**config.mk**
```make
export PLATFORM = sky130hd
export DESIGN_NAME = sid_spi_burst_rx_flat
export DESIGN_NICKNAME = d
export VERILOG_FILES = /design/src/rtl/sid_spi_burst_rx_if.sv /design/src/rtl/sid_spi_burst_rx.sv /design/src/flat_wrapper.sv
export SDC_FILE = /design/constraint.sdc
export NUM_CORES = 1
export LEC_CHECK = 0
export CORE_UTILIZATION = 45
export CTS_CLUSTER_DIAMETER = 120
export DETAILED_ROUTE_END_ITERATION = 10
export PLACE_DENSITY_LB_ADDON = 0.12
export SYNTH_ARGS = -nofsm -noshare
export SYNTH_HDL_FRONTEND = slang
export SYNTH_SLANG_ARGS = --single-unit
```
**constraint.sdc**
```tcl
create_clock -name clk_i -period 4.3 [get_ports clk_i]
set_input_delay 1.075 -clock clk_i [delete_from_list [all_inputs] [get_ports clk_i]]
set_output_delay 1.075 -clock clk_i [all_outputs]
set_load 0.02 [all_outputs]
```
**src/rtl/sid_spi_burst_rx_if.sv**
```systemverilog
// Bus bundle for sid_spi_burst_rx: raw SPI inputs plus the register-write strobe side.
// The slave modport is the receiver's view; master is whoever drives the SPI pins.
interface sid_spi_burst_rx_if #(
  parameter int CHAN_W = 2,
  parameter int ADDR_W = 5,
  parameter int DATA_W = 8
);
  logic              ss;
  logic              sclk;
  logic              mosi;
  logic              wr_en;
  logic [CHAN_W-1:0] wr_chan;
  logic [ADDR_W-1:0] wr_addr;
  logic [DATA_W-1:0] wr_data;
  logic              frame_err;
  logic              busy;

  modport slave (
    input  ss, sclk, mosi,
    output wr_en, wr_chan, wr_addr, wr_data, frame_err, busy
  );

  modport master (
    output ss, sclk, mosi,
    input  wr_en, wr_chan, wr_addr, wr_data, frame_err, busy
  );
endinterface

```
**src/rtl/sid_spi_burst_rx.sv**
```systemverilog
// Oversampling SPI-slave (mode 0, MSB first) write receiver: a command word selects
// channel/address/auto-increment, then each following data word becomes a write strobe.
module sid_spi_burst_rx #(
  parameter int ADDR_W   = 5,
  parameter int DATA_W   = 8,
  parameter int CHAN_W   = 2,
  parameter int CHANNELS = 2
) (
  input  logic                  clk_i,
  input  logic                  rst_ni,
  sid_spi_burst_rx_if.slave     bus
);
  localparam int CMD_W = 1 + CHAN_W + ADDR_W;
  localparam int SH_W  = (CMD_W > DATA_W) ? CMD_W : DATA_W;
  localparam int CNT_W = (SH_W > 1) ? $clog2(SH_W) : 1;
  localparam logic [CHAN_W:0] CHAN_LIM = (CHAN_W + 1)'(CHANNELS);

  typedef enum logic [1:0] {
    ST_IDLE = 2'd0,
    ST_CMD  = 2'd1,
    ST_DATA = 2'd2
  } state_e;

  logic [1:0]        ss_sync_q, sclk_sync_q, mosi_sync_q;
  logic              ss_hist_q, sclk_hist_q;
  state_e            state_q;
  logic [CNT_W-1:0]  bit_cnt_q, bit_cnt_d;
  logic [SH_W-1:0]   shift_q;
  logic              ai_q, chan_ok_q;
  logic [CHAN_W-1:0] chan_q;
  logic [ADDR_W-1:0] addr_q;
  logic              wr_en_q, frame_err_q, busy_q;
  logic [CHAN_W-1:0] wr_chan_q;
  logic [ADDR_W-1:0] wr_addr_q;
  logic [DATA_W-1:0] wr_data_q;

  logic              sclk_rise_s, ss_rise_s, ss_fall_s, mosi_s;
  logic [SH_W-1:0]   shift_nxt_s;
  logic [CMD_W-1:0]  cmd_word_s;
  logic [CHAN_W-1:0] cmd_chan_s;
  logic              chan_ok_s, cmd_last_s, data_last_s;

  // ss resets to its idle-high level so release never fakes a frame edge.
  always_ff @(posedge clk_i or negedge rst_ni) begin
    if (!rst_ni) begin
      ss_sync_q   <= 2'b11;
      ss_hist_q   <= 1'b1;
      sclk_sync_q <= 2'b00;
      sclk_hist_q <= 1'b0;
      mosi_sync_q <= 2'b00;
    end else begin
      ss_sync_q   <= {ss_sync_q[0], bus.ss};
      ss_hist_q   <= ss_sync_q[1];
      sclk_sync_q <= {sclk_sync_q[0], bus.sclk};
      sclk_hist_q <= sclk_sync_q[1];
      mosi_sync_q <= {mosi_sync_q[0], bus.mosi};
    end
  end

  assign sclk_rise_s = sclk_sync_q[1] & ~sclk_hist_q;
  assign ss_rise_s   = ss_sync_q[1] & ~ss_hist_q;
  assign ss_fall_s   = ~ss_sync_q[1] & ss_hist_q;
  assign mosi_s      = mosi_sync_q[1];
  assign shift_nxt_s = {shift_q[SH_W-2:0], mosi_s};
  assign cmd_word_s  = shift_nxt_s[CMD_W-1:0];
  assign cmd_chan_s  = cmd_word_s[ADDR_W +: CHAN_W];
  assign chan_ok_s   = ({1'b0, cmd_chan_s} < CHAN_LIM);
  assign cmd_last_s  = (state_q == ST_CMD) && sclk_rise_s && (bit_cnt_q == CNT_W'(CMD_W - 1));
  assign data_last_s = (state_q == ST_DATA) && sclk_rise_s && (bit_cnt_q == CNT_W'(DATA_W - 1));

  // Bit count after this cycle's shift; the frame-end check looks at this value.
  always_comb begin
    bit_cnt_d = bit_cnt_q;
    if (sclk_rise_s && (state_q != ST_IDLE)) begin
      if (cmd_last_s || data_last_s) begin
        bit_cnt_d = '0;
      end else begin
        bit_cnt_d = bit_cnt_q + CNT_W'(1);
      end
    end else begin
      bit_cnt_d = bit_cnt_q;
    end
  end

  // Frame FSM with registered strobes; the ss-rise branch is last so it overrides.
  always_ff @(posedge clk_i or negedge rst_ni) begin
    if (!rst_ni) begin
      state_q     <= ST_IDLE;
      bit_cnt_q   <= '0;
      shift_q     <= '0;
      ai_q        <= 1'b0;
      chan_ok_q   <= 1'b0;
      chan_q      <= '0;
      addr_q      <= '0;
      wr_en_q     <= 1'b0;
      wr_chan_q   <= '0;
      wr_addr_q   <= '0;
      wr_data_q   <= '0;
      frame_err_q <= 1'b0;
      busy_q      <= 1'b0;
    end else begin
      wr_en_q     <= 1'b0;
      frame_err_q <= 1'b0;
      busy_q      <= ~ss_sync_q[0];
      bit_cnt_q   <= bit_cnt_d;
      if (sclk_rise_s) begin
        shift_q <= shift_nxt_s;
      end
      case (state_q)
        ST_IDLE: begin
          bit_cnt_q <= '0;
          state_q   <= ss_fall_s ? ST_CMD : ST_IDLE;
        end
        ST_CMD: begin
          if (cmd_last_s) begin
            ai_q        <= cmd_word_s[CMD_W-1];
            chan_q      <= cmd_chan_s;
            addr_q      <= cmd_word_s[ADDR_W-1:0];
            chan_ok_q   <= chan_ok_s;
            frame_err_q <= ~chan_ok_s;
            state_q     <= ST_DATA;
          end
        end
        ST_DATA: begin
          if (data_last_s && chan_ok_q) begin
            wr_en_q   <= 1'b1;
            wr_chan_q <= chan_q;
            wr_addr_q <= addr_q;
            wr_data_q <= shift_nxt_s[DATA_W-1:0];
            if (ai_q) begin
              addr_q <= addr_q + ADDR_W'(1);
            end
          end
        end
        default: begin
          state_q   <= ST_IDLE;
          bit_cnt_q <= '0;
        end
      endcase
      if (ss_rise_s) begin
        state_q   <= ST_IDLE;
        bit_cnt_q <= '0;
        if (bit_cnt_d != '0) begin
          frame_err_q <= 1'b1;
        end
      end
    end
  end

  assign bus.wr_en     = wr_en_q;
  assign bus.wr_chan   = wr_chan_q;
  assign bus.wr_addr   = wr_addr_q;
  assign bus.wr_data   = wr_data_q;
  assign bus.frame_err = frame_err_q;
  assign bus.busy      = busy_q;
endmodule

```
**src/flat_wrapper.sv**
```systemverilog
// flat-port wrapper written by rule: the top's interface ports become plain ports
module sid_spi_burst_rx_flat 
#(
  parameter int ADDR_W   = 5,
  parameter int DATA_W   = 8,
  parameter int CHAN_W   = 2,
  parameter int CHANNELS = 2
)
  (clk_i, rst_ni, bus_ss, bus_sclk, bus_mosi, bus_wr_en, bus_wr_chan, bus_wr_addr, bus_wr_data, bus_frame_err, bus_busy);
  sid_spi_burst_rx_if #(.CHAN_W(CHAN_W), .ADDR_W(ADDR_W), .DATA_W(DATA_W)) bus_i ();
  input  logic clk_i;
  input  logic rst_ni;
  input wire logic [$bits(bus_i.ss)-1:0] bus_ss;
  input wire logic [$bits(bus_i.sclk)-1:0] bus_sclk;
  input wire logic [$bits(bus_i.mosi)-1:0] bus_mosi;
  output wire logic [$bits(bus_i.wr_en)-1:0] bus_wr_en;
  output wire logic [$bits(bus_i.wr_chan)-1:0] bus_wr_chan;
  output wire logic [$bits(bus_i.wr_addr)-1:0] bus_wr_addr;
  output wire logic [$bits(bus_i.wr_data)-1:0] bus_wr_data;
  output wire logic [$bits(bus_i.frame_err)-1:0] bus_frame_err;
  output wire logic [$bits(bus_i.busy)-1:0] bus_busy;
  assign bus_i.ss = bus_ss;
  assign bus_i.sclk = bus_sclk;
  assign bus_i.mosi = bus_mosi;
  assign bus_wr_en = bus_i.wr_en;
  assign bus_wr_chan = bus_i.wr_chan;
  assign bus_wr_addr = bus_i.wr_addr;
  assign bus_wr_data = bus_i.wr_data;
  assign bus_frame_err = bus_i.frame_err;
  assign bus_busy = bus_i.busy;
  sid_spi_burst_rx #(.ADDR_W(ADDR_W), .DATA_W(DATA_W), .CHAN_W(CHAN_W), .CHANNELS(CHANNELS)) u_core (.clk_i(clk_i), .rst_ni(rst_ni), .bus(bus_i));
endmodule
```
Word-level counts from Yosys, hierarchy flattened
Cells that the tools add are included.
{"block": "word_totals", "register_bits": 47, "inputBits": 5}
{"block": "op_classes", "add_sub_neg": 2, "magnitude_cmp": 1, "n_eq_ne": 8, "mux": 18, "n_bitwise": 8, "reduce_logical": 16}
{"op": "two-way mux 5 bit", "count": 3}
{"op": "two-way mux 3 bit", "count": 4}
{"op": "case mux 5 bit (2 select lines)", "count": 1}
{"op": "two-way mux 1 bit", "count": 7}
{"op": "logical AND 1 bit", "count": 6}
{"op": "inequality test 2 x 1 -> 1 bit, second input constant", "count": 3}
{"op": "case mux 2 bit (3 select lines)", "count": 1}
{"op": "AND reduction 2 bit", "count": 3}
{"op": "adder 5 x 1 -> 5 bit, second input constant", "count": 1}
{"op": "NOT 1 bit", "count": 5}
{"op": "two-way mux 2 bit", "count": 2}
{"op": "AND reduction 4 bit", "count": 1}
{"op": "nonzero test 2 bit", "count": 2}
{"op": "adder 3 x 1 -> 3 bit, second input constant", "count": 1}
{"op": "bitwise AND 1 bit", "count": 3}
{"op": "== test 3 bit, second input constant", "count": 1}
{"op": "inequality test 3 x 1 -> 1 bit, second input constant", "count": 1}
{"op": "nonzero test 3 bit", "count": 1}
{"op": "== test 2 x 1 -> 1 bit, second input constant", "count": 1}
{"op": "== test 2 bit, second input constant", "count": 1}
{"op": "logical NOT 2 bit", "count": 1}
{"op": "less-than comparator 2 bit, second input constant", "count": 1}
{"op": "inequality test 2 bit, second input constant", "count": 1}
{"op": "OR reduction 2 bit", "count": 1}
{"op": "logical OR 1 bit", "count": 1}

Logic depth before layout (Yosys ltp)
{"block": "depth", "depth_word": 10, "mapped_depth": 6, "depth_no_buf": 6}

Worst setup path before layout
No wires, ideal clock.
{"block": "synth_timing", "path_type": "register -> register", "startpoint": "register u_core.bit_cnt_q[0]", "endpoint": "register u_core.wr_addr_q[4], in the netlist u_core.bus.wr_addr[4]", "setup_time_ps": 125, "arrival_ps": 1596, "slack_ps": 2580, "path_stages_with_launch": 7, "synth_period_minus_slack_ps": 1720, "cell_sequence": "dfrtp_1 > ha_1 > ha_1 > nand3b_4 > nor2_2 > buf_6 > mux2_2"}
{"block": "synth_via", "elab_chain_len": 4}
{"element": "start: declaration", "line_no": "sid_spi_burst_rx.sv:27", "source": "logic [CNT_W-1:0] bit_cnt_q, bit_cnt_d;"}
{"element": "start signal: assignment", "line_no": "sid_spi_burst_rx.sv:105", "source": "bit_cnt_q <= bit_cnt_d;"}
{"element": "== test 3 bit", "line_no": "sid_spi_burst_rx.sv:69", "source": "assign data_last_s = (state_q == ST_DATA) && sclk_rise_s && (bit_cnt_q == CNT_W'(DATA_W - 1));"}
{"element": "logical AND 1 bit", "line_no": "sid_spi_burst_rx.sv:69"}
{"element": "logical AND 1 bit", "line_no": "sid_spi_burst_rx.sv:125", "source": "if (data_last_s && chan_ok_q) begin"}
{"element": "AND reduction 2 bit (no source line)"}
{"element": "end signal: assignment", "line_no": "sid_spi_burst_rx.sv:128", "source": "wr_addr_q <= addr_q;"}
{"element": "end: declaration", "line_no": "sid_spi_burst_rx.sv:34", "source": "logic [ADDR_W-1:0] wr_addr_q;"}
No other way between the ends.
A chain may end at the register's enable or synchronous reset.

Worst setup path after layout
{"block": "layout_timing", "startpoint": "register u_core.wr_data_q[1], in the netlist u_core.bus.wr_data[1]", "endpoint": "output port bus_wr_data[1]"}
{"element": "start: declaration", "line_no": "sid_spi_burst_rx.sv:35", "source": "logic [DATA_W-1:0] wr_data_q;"}
{"element": "start signal: assignment", "line_no": "sid_spi_burst_rx.sv:129", "source": "wr_data_q <= shift_nxt_s[DATA_W-1:0];"}
{"element": "end: declaration", "line_no": "flat_wrapper.sv:19", "source": "output wire logic [$bits(bus_i.wr_data)-1:0] bus_wr_data;"}
No word-level cell between the ends.

==> run summary <==
## Outcome
* result of the run: finished, final reports clean

## Worst setup path
* data arrival time of the worst path: 1.29 ns
* sequence of cells on the critical path: clkdlybuf4s50_1
* required time at the worst-slack endpoint: 3.22 ns
* critical path fanouts, max: 2
* Crit path buffers/inverters: 1
* cells on worst reg2reg path: 5
* delay of the slowest cell on the worst path: 0.61 ns
* R2R Path Start: u_core.state_q[0]
* Largest delay share family, worst path: buffers and inverters
* startpoint types: register
* slack of the worst reg-to-reg path: 2.04 ns
* Crit Reg-Reg Endpoint: u_core.bus.wr_data[1]
* Worst Setup Path Type: reg2out
* Worst Setup End Kind: output pin
* slowest cell on the critical path: sky130_fd_sc_hd__clkdlybuf4s50_1

## STA
* slew at the pin closest to its max-slew limit: 0.9946 ns
* Total Negative Setup Slacks: 0 ns
* Max-slew headroom: 33.69%
* Final min period: 2.363 ns
* Setup-failing EPs final: 0
* min setup slack post-route: 1.937 ns
* post-route clock skew: 0.01135 ns
* final slew viol count: 0
* share of the clock period used by the worst path: 54.96%
* unrepaired setup endpoints after global routing: no
* maximum clock rate: 0.4232 GHz
* hold violation count in the final report: 0

## Finish
* layout-stage area growth over the synthesis result: 18.27%
* fin cells: 222
* fraction of layout instances using a drive strength above 1: 23.26%
* net total in the final layout: 183
* Inserted Diodes: 0

## Hold path
* Hold Path Depth: 0
* worst hold start: u_core.mosi_sync_q[0]
* class of the worst hold path: reg2reg
* end of the worst hold path: u_core.mosi_sync_q[1]

## Pwr
* total power density per cell area: 398.0 nW/um^2
* leakage power of the design: 1.072 nW
* worst IR drop on VDD: 0.2297 mV

## Die
* I/O pin cnt: 23
* die outline height: 67.86 microns
* initial standard-cell utilization of the core: 47.76%
* # rows: 23
* area of the core region: 4086 sq um
* floorplan die width: 67.86 microns
* die area: 4605 sq um

## Placed design
* I/O Buffers: 22
* final RePlAce weighted congestion: 0.7735
* hpwl dp: 2.353 mm
* Placed Cells incl. Taps: 214
* post-placement worst setup slack: 2.012 ns

## Detailed routing
* remaining antenna violation count after routing: 0
* routed length per placed instance: 15.04 microns
* DRC Markers: 0
* number of detailed-route iterations in the first pass: 4
* vias per cell: 5.387
* via total after detailed routing: 1196
* starting DRC count in detailed routing: 37
* Total Wirelength: 3.339 mm

## Synth
* proportion of synthesized chip area in sequential cells: 60.45%
* primary flip-flop cell chosen by synthesis mapping: sky130_fd_sc_hd__dfrtp_1
* most area-hungry cell type in the Yosys netlist: sky130_fd_sc_hd__dfrtp_1
* EDFF count, synth: 0
* count of cell types in the netlist: 31
* cell with the most instances after synthesis: sky130_fd_sc_hd__dfrtp_1
* warning count from the yosys run: 0
* count of state elements after synthesis: 47
* Post-Synthesis Cells: 145
* post-synth net total: 157
* mean instance size in the synthesized netlist: 13.46 sq um
* top cell type's share of synthesized area: 56.41%
* top cell types by occurrence after synthesis: sky130_fd_sc_hd__dfrtp_1 (44), sky130_fd_sc_hd__mux2_2 (23), sky130_fd_sc_hd__nor2_1 (8)
* biggest area contributors in the synthesized netlist: sky130_fd_sc_hd__dfrtp_1 (56%), sky130_fd_sc_hd__mux2_2 (13%), sky130_fd_sc_hd__ha_1 (4.5%)
* post-synthesis cell area: 1952 sq um
* share of flip-flops with an asynchronous set or reset: 100.0%

## Global route
* global-route wire length before repair: 5.582 mm
* vias in the first global route: 1230
* largest net degree at the start of global routing: 48
* global route overflow: 0
* Total GRT Usage: 17.14%
* initial antenna violation count: 0

## Flow run
* number of max-capacitance violations reported: 0

## Clocking
* clock root cell: sky130_fd_sc_hd__clkbuf_8
* cts repair resizes: 0
* clock tree from TritonCTS: yes
* Max H-tree Level: 2
* number of buffers created by CTS: 5
* post-CTS repair timing setup buffer count: 0
* total of hold buffers inserted after clock tree synthesis: 0
* Clock Pin Slew Worst Setup and Hold Paths: 0.09 ns
* number of sinks on the clock net: 47
* clock latency on the worst-skew pair: 0.30 ns
* Bufs on Longest Clock Path: 2

==> power by group <==
group	internal [mW]	leakage (nW)	switching (mW)
logic	0.0590	0.406	0.0709
clock network	0.131	0.0474	0.145
registers	0.479	0.618	0.0341
total	0.669	1.07	0.250
==> layout by cell type, fill, tap and decap left out, types with 2 or more instances in the layout <==
cell / netlist / layout
sky130_fd_sc_hd__nor2_1: 8 / 8
sky130_fd_sc_hd__inv_1: 7 / 7
sky130_fd_sc_hd__nand2_1: 5 / 5
sky130_fd_sc_hd__nand3b_1: 2 / 2
sky130_fd_sc_hd__dfrtp_1: 44 / 44
sky130_fd_sc_hd__nand3_1: 7 / 7
sky130_fd_sc_hd__a21oi_1: 6 / 6
sky130_fd_sc_hd__mux2_2: 23 / 23
sky130_fd_sc_hd__ha_1: 7 / 7
sky130_fd_sc_hd__nand4b_1: 2 / 2
sky130_fd_sc_hd__o21ai_0: 6 / 6
sky130_fd_sc_hd__mux2i_1: 6 / 6
sky130_fd_sc_hd__dfstp_2: 3 / 3
sky130_fd_sc_hd__clkbuf_8: 0 / 6
sky130_fd_sc_hd__clkdlybuf4s50_1: 0 / 21
sky130_fd_sc_hd__nor3b_1: 2 / 2
==> cell type report <==
| type | count | area [sq um] |
|---|---|---|
| clock buffer | 6 | 82.58 |
| clock inverter | 2 | 16.27 |
| fill | 354 | 1778 |
| inverter | 7 | 26.28 |
| multi-input combinational | 88 | 725.7 |
| sequential | 47 | 1180 |
| tap | 50 | 62.56 |
| timing repair buffer | 22 | 215.2 |
==> worst max-delay path by stage <==
stage | from | endpoint | cells past startpoint
final | u_core.bus.wr_data[1] | bus_wr_data[1] | 1
after global placement | u_core.state_q[0] | u_core.bus.wr_data[3] | 5
after CTS | u_core.bus.wr_data[1] | bus_wr_data[1] | 1
after floorplan | u_core.bit_cnt_q[0] | u_core.bus.wr_addr[4] | 6
after global routing | u_core.bus.wr_data[1] | bus_wr_data[1] | 1
after detailed placement | u_core.state_q[0] | u_core.bus.wr_data[1] | 5
==> cell families (layout without fill, tap and decap cells) <==
| family | Yosys count | after routing | synth area share [%] |
|---|---|---|---|
| DFF | 47 | 47 | 60.45 |
| adders and majority gates | 7 | 7 | 4.487 |
| AOI/OAI and AO/OA | 18 | 18 | 5.578 |
| muxes | 29 | 29 | 16.35 |
| buffers and inverters | 10 | 37 | 2.372 |
| and+or+nand+nor | 34 | 34 | 10.77 |
==> per-layer routing <==
metal	wire (microns)	track usage, %
met5	0	0
met2	1589	27.48
met3	153	6.000
met1	1541	20.61
met4	54	8.073
==> worst register-to-register path, cell delays in order, from the launching register on <==
cell,delay (ns)
sky130_fd_sc_hd__dfrtp_1,0.41
sky130_fd_sc_hd__inv_1,0.11
sky130_fd_sc_hd__ha_1,0.45
sky130_fd_sc_hd__nand2_1,0.12
sky130_fd_sc_hd__nor2_2,0.65
sky130_fd_sc_hd__mux2_2,0.43
==> registers in the layout (all words and copies together), names as in the netlist, 2 cells and up <==
register,count
u_core.bus.wr_data,8
u_core.shift_q,7
u_core.addr_q,5
u_core.bus.wr_addr,5
u_core.bit_cnt_q,3
u_core.bus.wr_chan,2
u_core.chan_q,2
u_core.mosi_sync_q,2
u_core.sclk_sync_q,2
u_core.ss_sync_q,2
u_core.state_q,2
==> per-stage QoR <==
| step | instance area, sq um | hold WS, ns | power [mW] | util [%] |
|---|---|---|---|---|
| 3_3_place_gp | 2210 | 0.3323 | 0.6432 | 54.07 |
| 2_1_floorplan | 1952 | 0.3312 | 0.6047 | - |
| 4_1_cts | 2308 | 0.3573 | 0.9324 | 56.49 |
| 6_report | 2308 | 0.3574 | 0.9188 | 56.49 |
| 5_1_grt | 2308 | 0.3711 | 0.9708 | 56.49 |
| 3_5_place_dp | 2210 | 0.3364 | 0.6531 | 54.07 |
Note: power is estimated with default switching activity, not from simulation.
